### src/rtl/battle_turn_scheduler.sv
// Battleship game-flow FSM: setup sequencing, alternating turns, shot arbitration, hit tally, winner.
// Latency: shot accepted combinationally in the turn state; mark_we follows exactly one cycle later.
// Backpressure: one shot in flight; requests outside the owner's turn are ignored, illegal/repeat shots nacked.
module battle_turn_scheduler #(
    parameter int BOARD_N      = 5,
    parameter int NUM_SHIPS    = 5,
    parameter int TURN_TIMEOUT = 1000
) (
    input  logic       clk,
    input  logic       rst,
    input  logic       start,
    input  logic       restart,
    input  logic       player_end_setup,
    input  logic       pc_end_setup,
    output logic       en_player_setup,
    output logic       en_pc_setup,
    input  logic       player_shot_vld,
    input  logic [2:0] player_x,
    input  logic [2:0] player_y,
    input  logic       pc_shot_vld,
    input  logic [2:0] pc_x,
    input  logic [2:0] pc_y,
    output logic       shot_ack,
    output logic       shot_nack,
    output logic       rd_en,
    output logic       rd_sel,
    output logic [2:0] rd_x,
    output logic [2:0] rd_y,
    input  logic       rd_hit,
    output logic       mark_we,
    output logic       mark_hit,
    output logic       player_turn,
    output logic [2:0] player_hits,
    output logic [2:0] pc_hits,
    output logic       timeout,
    output logic       game_over,
    output logic       winner
);

    localparam int              CELLS    = BOARD_N * BOARD_N;
    localparam int              TW       = (TURN_TIMEOUT > 1) ? $clog2(TURN_TIMEOUT) : 1;
    localparam logic [3:0]      NB       = 4'(BOARD_N);
    localparam logic [2:0]      NS       = 3'(NUM_SHIPS);
    localparam logic [TW-1:0]   TMO_LAST = TW'(TURN_TIMEOUT - 1);
    localparam bit              TMO_EN   = (TURN_TIMEOUT != 0);

    typedef enum logic [2:0] {
        IDLE, SETUP_P, SETUP_PC, PLAYER_TURN, PLAYER_RESOLVE, PC_TURN, PC_RESOLVE, GAME_OVER
    } state_t;

    state_t           state;
    logic [CELLS-1:0] p_mask;
    logic [CELLS-1:0] c_mask;
    logic [2:0]       lat_x;
    logic [2:0]       lat_y;
    logic [5:0]       lat_idx;
    logic [TW-1:0]    tmo_cnt;
    logic [2:0]       p_hits_r;
    logic [2:0]       c_hits_r;
    logic             winner_r;

    function automatic logic [5:0] cell_idx(input logic [2:0] x, input logic [2:0] y);
        return {3'b0, y} * 6'(BOARD_N) + {3'b0, x};
    endfunction

    function automatic logic in_range(input logic [2:0] x, input logic [2:0] y);
        return ({1'b0, x} < NB) && ({1'b0, y} < NB);
    endfunction

    // Masks are widened so any 6-bit cell index is a legal bit select.
    logic [63:0] p_mask_w;
    logic [63:0] c_mask_w;
    logic [5:0]  p_idx;
    logic [5:0]  c_idx;
    logic        p_acc, p_rej, c_acc, c_rej, tmo_fire, resolving;
    logic [2:0]  p_hits_nxt;
    logic [2:0]  c_hits_nxt;

    assign p_mask_w = 64'(p_mask);
    assign c_mask_w = 64'(c_mask);
    assign p_idx    = cell_idx(player_x, player_y);
    assign c_idx    = cell_idx(pc_x, pc_y);

    assign p_acc = (state == PLAYER_TURN) && player_shot_vld &&
                   in_range(player_x, player_y) && !p_mask_w[p_idx];
    assign p_rej = (state == PLAYER_TURN) && player_shot_vld && !p_acc;
    assign c_acc = (state == PC_TURN) && pc_shot_vld &&
                   in_range(pc_x, pc_y) && !c_mask_w[c_idx];
    assign c_rej = (state == PC_TURN) && pc_shot_vld && !c_acc;

    // An accepted shot on the last idle cycle takes priority over the forfeit.
    assign tmo_fire  = TMO_EN && (state == PLAYER_TURN) && (tmo_cnt == TMO_LAST) && !p_acc;
    assign resolving = (state == PLAYER_RESOLVE) || (state == PC_RESOLVE);

    assign p_hits_nxt = (rd_hit && p_hits_r != NS) ? p_hits_r + 3'd1 : p_hits_r;
    assign c_hits_nxt = (rd_hit && c_hits_r != NS) ? c_hits_r + 3'd1 : c_hits_r;

    assign shot_ack        = p_acc || c_acc;
    assign shot_nack       = p_rej || c_rej;
    assign rd_en           = p_acc || c_acc;
    assign rd_sel          = c_acc || (state == PC_RESOLVE);
    assign mark_we         = resolving;
    assign mark_hit        = resolving && rd_hit;
    assign timeout         = tmo_fire;
    assign en_player_setup = (state == SETUP_P);
    assign en_pc_setup     = (state == SETUP_PC);
    assign player_turn     = (state == PLAYER_TURN) || (state == PLAYER_RESOLVE);
    assign game_over       = (state == GAME_OVER);
    assign player_hits     = p_hits_r;
    assign pc_hits         = c_hits_r;
    assign winner          = winner_r;

    always_comb begin
        rd_x = '0;
        rd_y = '0;
        if (p_acc) begin
            rd_x = player_x;
            rd_y = player_y;
        end else if (c_acc) begin
            rd_x = pc_x;
            rd_y = pc_y;
        end else if (resolving) begin
            rd_x = lat_x;
            rd_y = lat_y;
        end
    end

    always_ff @(posedge clk or negedge rst) begin
        if (!rst) begin
            state    <= IDLE;
            p_mask   <= '0;
            c_mask   <= '0;
            lat_x    <= '0;
            lat_y    <= '0;
            lat_idx  <= '0;
            tmo_cnt  <= '0;
            p_hits_r <= '0;
            c_hits_r <= '0;
            winner_r <= 1'b0;
        end else begin
            // Every entry into PLAYER_TURN comes from another state, so the count starts at zero.
            tmo_cnt <= (state == PLAYER_TURN) ? tmo_cnt + TW'(1) : '0;
            case (state)
                IDLE: if (start) begin
                    state    <= SETUP_P;
                    p_mask   <= '0;
                    c_mask   <= '0;
                    p_hits_r <= '0;
                    c_hits_r <= '0;
                    winner_r <= 1'b0;
                end
                SETUP_P:  if (player_end_setup) state <= SETUP_PC;
                SETUP_PC: if (pc_end_setup)     state <= PLAYER_TURN;
                PLAYER_TURN: begin
                    if (p_acc) begin
                        lat_x   <= player_x;
                        lat_y   <= player_y;
                        lat_idx <= p_idx;
                        state   <= PLAYER_RESOLVE;
                    end else if (tmo_fire) begin
                        state <= PC_TURN;
                    end
                end
                PLAYER_RESOLVE: begin
                    p_mask   <= p_mask | CELLS'(64'd1 << lat_idx);
                    p_hits_r <= p_hits_nxt;
                    if (p_hits_nxt == NS) begin
                        winner_r <= 1'b0;
                        state    <= GAME_OVER;
                    end else begin
                        state <= PC_TURN;
                    end
                end
                PC_TURN: if (c_acc) begin
                    lat_x   <= pc_x;
                    lat_y   <= pc_y;
                    lat_idx <= c_idx;
                    state   <= PC_RESOLVE;
                end
                PC_RESOLVE: begin
                    c_mask   <= c_mask | CELLS'(64'd1 << lat_idx);
                    c_hits_r <= c_hits_nxt;
                    if (c_hits_nxt == NS) begin
                        winner_r <= 1'b1;
                        state    <= GAME_OVER;
                    end else begin
                        state <= PLAYER_TURN;
                    end
                end
                GAME_OVER: if (restart) begin
                    state    <= IDLE;
                    p_hits_r <= '0;
                    c_hits_r <= '0;
                    winner_r <= 1'b0;
                end
                default: state <= IDLE;
            endcase
        end
    end

endmodule
### config.mk
export PLATFORM = sky130hd
export DESIGN_NAME = battle_turn_scheduler
export DESIGN_NICKNAME = d
export VERILOG_FILES = /design/src/rtl/battle_turn_scheduler.sv
export SDC_FILE = /design/constraint.sdc
export NUM_CORES = 1
export LEC_CHECK = 0
export ABC_AREA = 1
export CAP_MARGIN = 20
export CELL_PAD_IN_SITES_DETAIL_PLACEMENT = 0
export CELL_PAD_IN_SITES_GLOBAL_PLACEMENT = 1
export CORE_MARGIN = 5
export CORE_UTILIZATION = 47
export CTS_CLUSTER_SIZE = 16
export DETAILED_ROUTE_END_ITERATION = 8
export PLACE_DENSITY = 0.87
export SKIP_LAST_GASP = 1
export SLEW_MARGIN = 20
export SYNTH_ARGS = -nofsm -noshare
export SYNTH_HDL_FRONTEND = slang
export SYNTH_SLANG_ARGS = --single-unit
### constraint.sdc
create_clock -name clk -period 13.75 [get_ports clk]
set_clock_uncertainty 0.15 [all_clocks]
set_input_delay 3.4375 -clock clk [delete_from_list [all_inputs] [get_ports clk]]
set_output_delay 3.4375 -clock clk [all_outputs]
set_load 0.01 [all_outputs]
==> qor.csv, run 1 <==
metric;value;unit
cts_tree;done;
seq_area_frac_synth;40.9;%
ctsResizeCount;0;
ys_warn_count;0;
synth-compound-area-share;16.6;%
synth_top_cell_by_area;dfrtp_1;
hold_violations;0;
cp_max_fo;25;
wirelength;13100;µm
grt-ovfl-total;0;
finalCritPeriodShare;78.4;%
gp_congestion;0.934;
layout.cells.non_filler;812;
grt_max_degree;83;
power_density;157;nW/µm²
synth-seq-cells;82;
muxShareOfSynthArea;0;%
min_from;tmo_cnt[0];
dp_hpwl;9300;µm
synth.top_cell.area_share;40.9;%
detail_route.first_pass.iterations;5;
ys.flop_type;dfrtp_1;
start_util;48.3;%
grt_pass1_vias;4475;
synthTopCellsByArea;dfrtp_1, nand2_1, inv_1;
dp_slack;2.98;ns
syn_to_final_growth;12.9;%
cts-root-buf;clkbuf_8;
max_slew_margin;33.8;%
drt_iter0_drc;394;
antenna_found_initial;0;
cp-end-kind;primary output;
power.leakage;2.72;nW
status;finished clean;
layout_setup_ws;2.96;ns
netlist_instances;640;
ir_worst_vdd;0.0982;mV
critPathMaxStageDelay;0.58;ns
timing.rr.start;state[0];
reg2regPathDepth;8;
postCtsHoldBufs;0;
die_w;113;µm
cts_buffer_depth;2;
dr_total_vias;4433;
drcViolationCount;0;
fill_cells;1006;
htreeDepth;3;
synth-simple-area-share;22.5;%
grt_pass1_wl;21800;µm
synthXorXnorAreaFrac;1.05;%
finalCriticalPeriod;10.79;ns
rsz0062_at_grt;no;
hold_path.class;register to register;
fin_hold_ws;0.315;ns
power.total;0.888;mW
cts_buffers;9;
reg2reg_setup_slack;11.17;ns
rows;37;
slew_viol_final;0;
tightest_slew;0.992;ns
crit_slowest_cell;clkdlybuf4s50_1;
fp.dieH;113;µm
maxCapViolations;0;
r2r_end;lat_x[0];
worstSkewPairLatency;0.37;ns
synthesis.area;5010;µm²
setup_viol;0;
final.setup.tns;0;ns
boundaryPins;45;
path_class;input pin to primary output;
hold_end;tmo_cnt[0];
final_nets;717;
drtAntennaViolNets;0;
clkSinkCount;82;
arrival;7.20;ns
hold_depth;1;
die-area;12800;µm²
diodes;0;
cp-start-kind;input pin;
synthAdderAreaFrac;6.54;%
synth_top_family_by_area;simple AND/OR/NAND/NOR gates;
cp_cell_sequence;clkdlybuf4s50_1 -> ha_1 -> ha_1 -> inv_1 -> fa_1 -> xnor2_1 -> inv_1 -> nor2_1 -> nor2_1 -> a21oi_2 -> nand2_2 -> nand2_4 -> nand2_4 -> o211ai_1 -> o21ai_0 -> clkdlybuf4s50_1;
core_region_area;10400;µm²
placed_cells;796;
synth.avg_cell_area;7.83;µm²
clk_pin_slew;0.08;ns
grt_use_total;21.0;%
post-cts-setup-buffer-count;0;
wl_per_cell;16.2;µm
vias_per_cell;5.46;
max_clock_freq;92.7;MHz
worstPathRequired;10.16;ns
synthArstFlopShare;100;%
synth_cell_types;37;
synthesis.nets;686;
drive_gt1_share;7.40;%
synth-edff-count;0;
io_buffers;44;
==> worst max-delay path: cells and delay by family <==
kind	cells	cell delay (ns)
simple gates	5	0.59
xor+xnor	1	0.29
compound gates	3	0.53
fa+ha+maj	3	1.04
buf+inv	4	1.29
==> report_power, final <==
| group | internal (mW) | switching, mW | leakage [nW] |
|---|---|---|---|
| sequential | 0.290 | 0.0446 | 1.11 |
| clock | 0.0725 | 0.100 | 0.0859 |
| combinational | 0.132 | 0.248 | 1.52 |
| total | 0.495 | 0.393 | 2.72 |
==> cells in the mapped netlist (2+ instances only) <==
cell type / n
a21oi_1: 13
buf_1: 2
buf_2: 10
buf_4: 3
buf_6: 4
clkbuf_1: 6
dfrtp_1: 82
fa_1: 2
ha_1: 23
inv_1: 116
inv_2: 4
nand2_1: 126
nand2_2: 3
nand2_4: 2
nand3_1: 53
nand3b_1: 2
nand4_1: 9
nor2_1: 38
nor3_1: 9
nor4_1: 8
o211ai_1: 12
o211ai_2: 4
o211ai_4: 2
o21ai_0: 46
o21ai_2: 13
o22ai_1: 32
o32ai_1: 2
xnor2_1: 2
xor2_1: 4
==> sequential cells by signal, summed over array words and instances, names as in the netlist <==
register	flops
tmo_cnt	10
winner	1
p_mask	25
c_mask	25
lat_idx	6
lat_x	3
state	3
pc_hits	3
player_hits	3
lat_y	3
==> metal layers <==
layer	global-route usage, %	vias to the layer above	part of all wire, %
li1	-	2167	-
met1	27.7	2103	45
met2	35.0	138	48
met3	3.53	25	5.0
met4	7.13	0	1.7
met5	0	-	0
==> layout make-up <==
| class | count | area [µm²] | share of cell area, % |
|---|---|---|---|
| clock inverters | 6 | 48.8 | 0.863 |
| repair buffers | 46 | 457 | 8.07 |
| inverters | 120 | 450 | 7.96 |
| flip-flops and latches | 82 | 2050 | 36.3 |
| multi-input cells | 412 | 2340 | 41.4 |
| well taps | 136 | 170 | 3.01 |
| clock buffers | 10 | 138 | 2.43 |
==> worst max path at each step <==
stage / from / end / slack (ns) / cells after the start
2_1_floorplan: player_y[0] / rd_y[0] / 4.52 / 15
3_3_place_gp: player_y[0] / rd_y[2] / 3.17 / 15
3_5_place_dp: player_y[0] / rd_x[0] / 2.98 / 16
4_1_cts: player_y[0] / rd_x[0] / 2.96 / 16
5_1_grt: player_y[0] / rd_x[1] / 2.67 / 16
6_report: player_y[0] / rd_x[0] / 2.96 / 16
==> metrics by stage <==
stage | util, % | cell area (µm²)
final | 54.5 | 5660
after CTS | 54.5 | 5650
after floorplan | - | 5010
after detailed placement | 52.7 | 5470
after global placement | 52.7 | 5470
after global routing | 54.5 | 5660
==> cell usage in the layout (no fill, tap or decap), drive strengths merged <==
cell type | netlist | final
a21boi | 1 | 1
a21oi | 14 | 14
and3 | 1 | 1
buf | 20 | 3
clkbuf | 6 | 10
clkdlybuf4s50 | 0 | 43
clkinvlp | 0 | 3
dfrtp | 82 | 82
fa | 2 | 2
ha | 23 | 23
inv | 120 | 123
nand2 | 131 | 131
nand3 | 53 | 53
nand3b | 2 | 2
nand4 | 9 | 9
nor2 | 39 | 39
nor3 | 9 | 9
nor3b | 1 | 1
nor4 | 9 | 9
o211ai | 18 | 18
o21ai | 60 | 60
o22ai | 32 | 32
o32ai | 2 | 2
xnor2 | 2 | 2
xor2 | 4 | 4
==> cells by family (layout without fill, tap and decap cells) <==
| logic type | count (synthesis) | in the layout |
|---|---|---|
| compound gates | 127 | 127 |
| xor+xnor | 6 | 6 |
| fa+ha+maj | 25 | 25 |
| buf+inv | 146 | 182 |
| flops | 82 | 82 |
| simple gates | 254 | 254 |
(Power assumes the default switching activity.)
==> inputs of run 2 (changes only) <==
Settings changed: CORE_UTILIZATION 47 to 39, PLACE_DENSITY 0.87 to 0.77.
Clock period 13.75 ns to 8.8 ns, I/O delays scaled along.
==> run 2 against run 1 <==
Worst hold slack got worse by 0.0061 ns. Register-to-register slack worse by 5.3 ns. First-iteration DRC count is 32% lower. Wire length grew 1.4%. Setup slack worse by 2.4 ns. Global-route usage fell by 2.6 points. Final area grew 2.8%. Critical path type unchanged. Critical endpoint is now rd_x[1]. Clock-buffer cell count rose by 3. Flip-flop and latch count stayed put. Non-clock buffer count decreased by 1.
==> qor.csv, run 2 (synthesis results as in run 1) <==
metric;value;unit
drcViolationCount;0;
final_nets;716;
largestRegisters;c_mask (25), p_mask (25), tmo_cnt (10);
r2r_end;winner;
rows;41;
fin_hold_ws;0.309;ns
max_slew_margin;28.5;%
slew_viol_final;0;
p_seq_share;34.7;%
layout_setup_ws;0.571;ns
p_int;0.897;mW
hold_end;tmo_cnt[0];
placed_cells;831;
reg2reg_setup_slack;5.88;ns
cp_max_fo;25;
dp_hpwl;9340;µm
diodes;0;
worstSkewPairLatency;0.34;ns
antenna_found_initial;0;
syn_to_final_growth;16.0;%
drive_gt1_share;6.96;%
cts_tree;done;
finalCritPeriodShare;93.5;%
final.setup.tns;0;ns
grt-ovfl-total;0;
cp-start-kind;input pin;
utilization;46.1;%
max_clock_freq;122;MHz
wirelength;13300;µm
dp_slack;0.568;ns
postCtsHoldBufs;0;
gp_congestion;0.872;
drt_iter0_drc;269;
timing.rr.start;state[2];
cts_buffer_depth;2;
status;finished clean;
layout_common_cells;nand2_1, inv_1, dfrtp_1;
worstPathRequired;6.45;ns
grt_pass1_vias;4383;
power.leakage;2.77;nW
setup_viol;0;
post-cts-setup-buffer-count;0;
grt_max_degree;83;
clk_pin_slew;0.06;ns
cts-root-buf;clkbuf_16;
fill_cells;1300;
grt_pass1_wl;21800;µm
p_sw;0.611;mW
tightest_slew;1.07;ns
path_class;input pin to primary output;
dr_total_vias;4354;
htreeDepth;3;
start_util;39.7;%
layout.cells.non_filler;847;
die_w;123;µm
placed_area;5500;µm²
fin_area;5810;µm²
maxCapViolations;0;
reg2regPathDepth;9;
cp-end-kind;primary output;
cts_buffers;9;
detail_route.first_pass.iterations;5;
io_buffers;44;
core_region_area;12600;µm²
pwr-share-comb;39.2;%
ctsResizeCount;0;
die-area;15200;µm²
finalCriticalPeriod;8.23;ns
grt_use_total;18.4;%
arrival;5.88;ns
fp.dieH;123;µm
final_common_cell;nand2_1;
hold_violations;0;
hold_path.class;register to register;
vias_per_cell;5.14;
power_density;259;nW/µm²
boundaryPins;45;
min_from;tmo_cnt[0];
clkSinkCount;82;
hold_depth;1;
power.total;1.51;mW
pwr-share-clk;26.0;%
ir_worst_vdd;0.145;mV
switching_share;40.5;%
rsz0062_at_grt;no;
wl_per_cell;15.7;µm
drtAntennaViolNets;0;
## run 2: cell types whose count changed in the layout (fill, tap and decap cells not counted), moves of 2 or more
cell / before / now
clkinvlp_4: 3 / 1
inv_6: 3 / 1
clkbuf_1: 0 / 2
clkbuf_16: 0 / 9
clkbuf_8: 10 / 2
## run 2: layout make-up
type / count / area, µm² / area share (%)
multi-input combinational: 412 / 2340 / 40.3
sequential: 82 / 2050 / 35.3
inverter: 120 / 450 / 7.75
timing repair buffer: 45 / 449 / 7.73
clock buffer: 13 / 260 / 4.48
tap: 172 / 215 / 3.70
clock inverter: 3 / 46.3 / 0.796
## run 2: per-layer routing
| layer | vias to the layer above | global-route usage [%] | wire length (µm) |
|---|---|---|---|
| met5 | - | 0 | 0 |
| met2 | 91 | 29.0 | 6170 |
| met3 | 24 | 3.48 | 512 |
| met1 | 2076 | 25.0 | 6370 |
| li1 | 2163 | - | - |
| met4 | 0 | 6.99 | 274 |
## run 2: worst max-delay path, cell delays in order
cell,delay (ns)
clkdlybuf4s50_1,0.59
ha_1,0.27
ha_1,0.31
inv_1,0.07
fa_1,0.45
xnor2_1,0.27
inv_1,0.12
nand3_1,0.10
nand3_1,0.08
nand2_2,0.11
nand2_4,0.08
nand2_4,0.32
o211ai_1,0.19
o21ai_0,0.14
clkdlybuf4s50_1,0.57
## run 2: worst max path at each step
stage                      from  slack (ns)       to  cells past startpoint
floorplan           player_y[0]        2.04  rd_y[0]                     15
global placement    player_y[0]        0.67  rd_y[2]                     15
detailed placement  player_y[0]        0.57  rd_x[1]                     16
CTS                 player_y[0]        0.56  rd_x[1]                     16
global route        player_y[0]        0.29  rd_x[2]                     16
finish              player_y[0]        0.57  rd_x[1]                     15
## run 2: power groups by stage
stage	clock [mW]	sequential, mW	combinational [mW]
5_1_grt	0.415	0.535	0.662
2_1_floorplan	0	0.492	0.434
6_report	0.393	0.524	0.592
3_3_place_gp	0	0.527	0.587
4_1_cts	0.400	0.523	0.595
3_5_place_dp	0	0.529	0.592
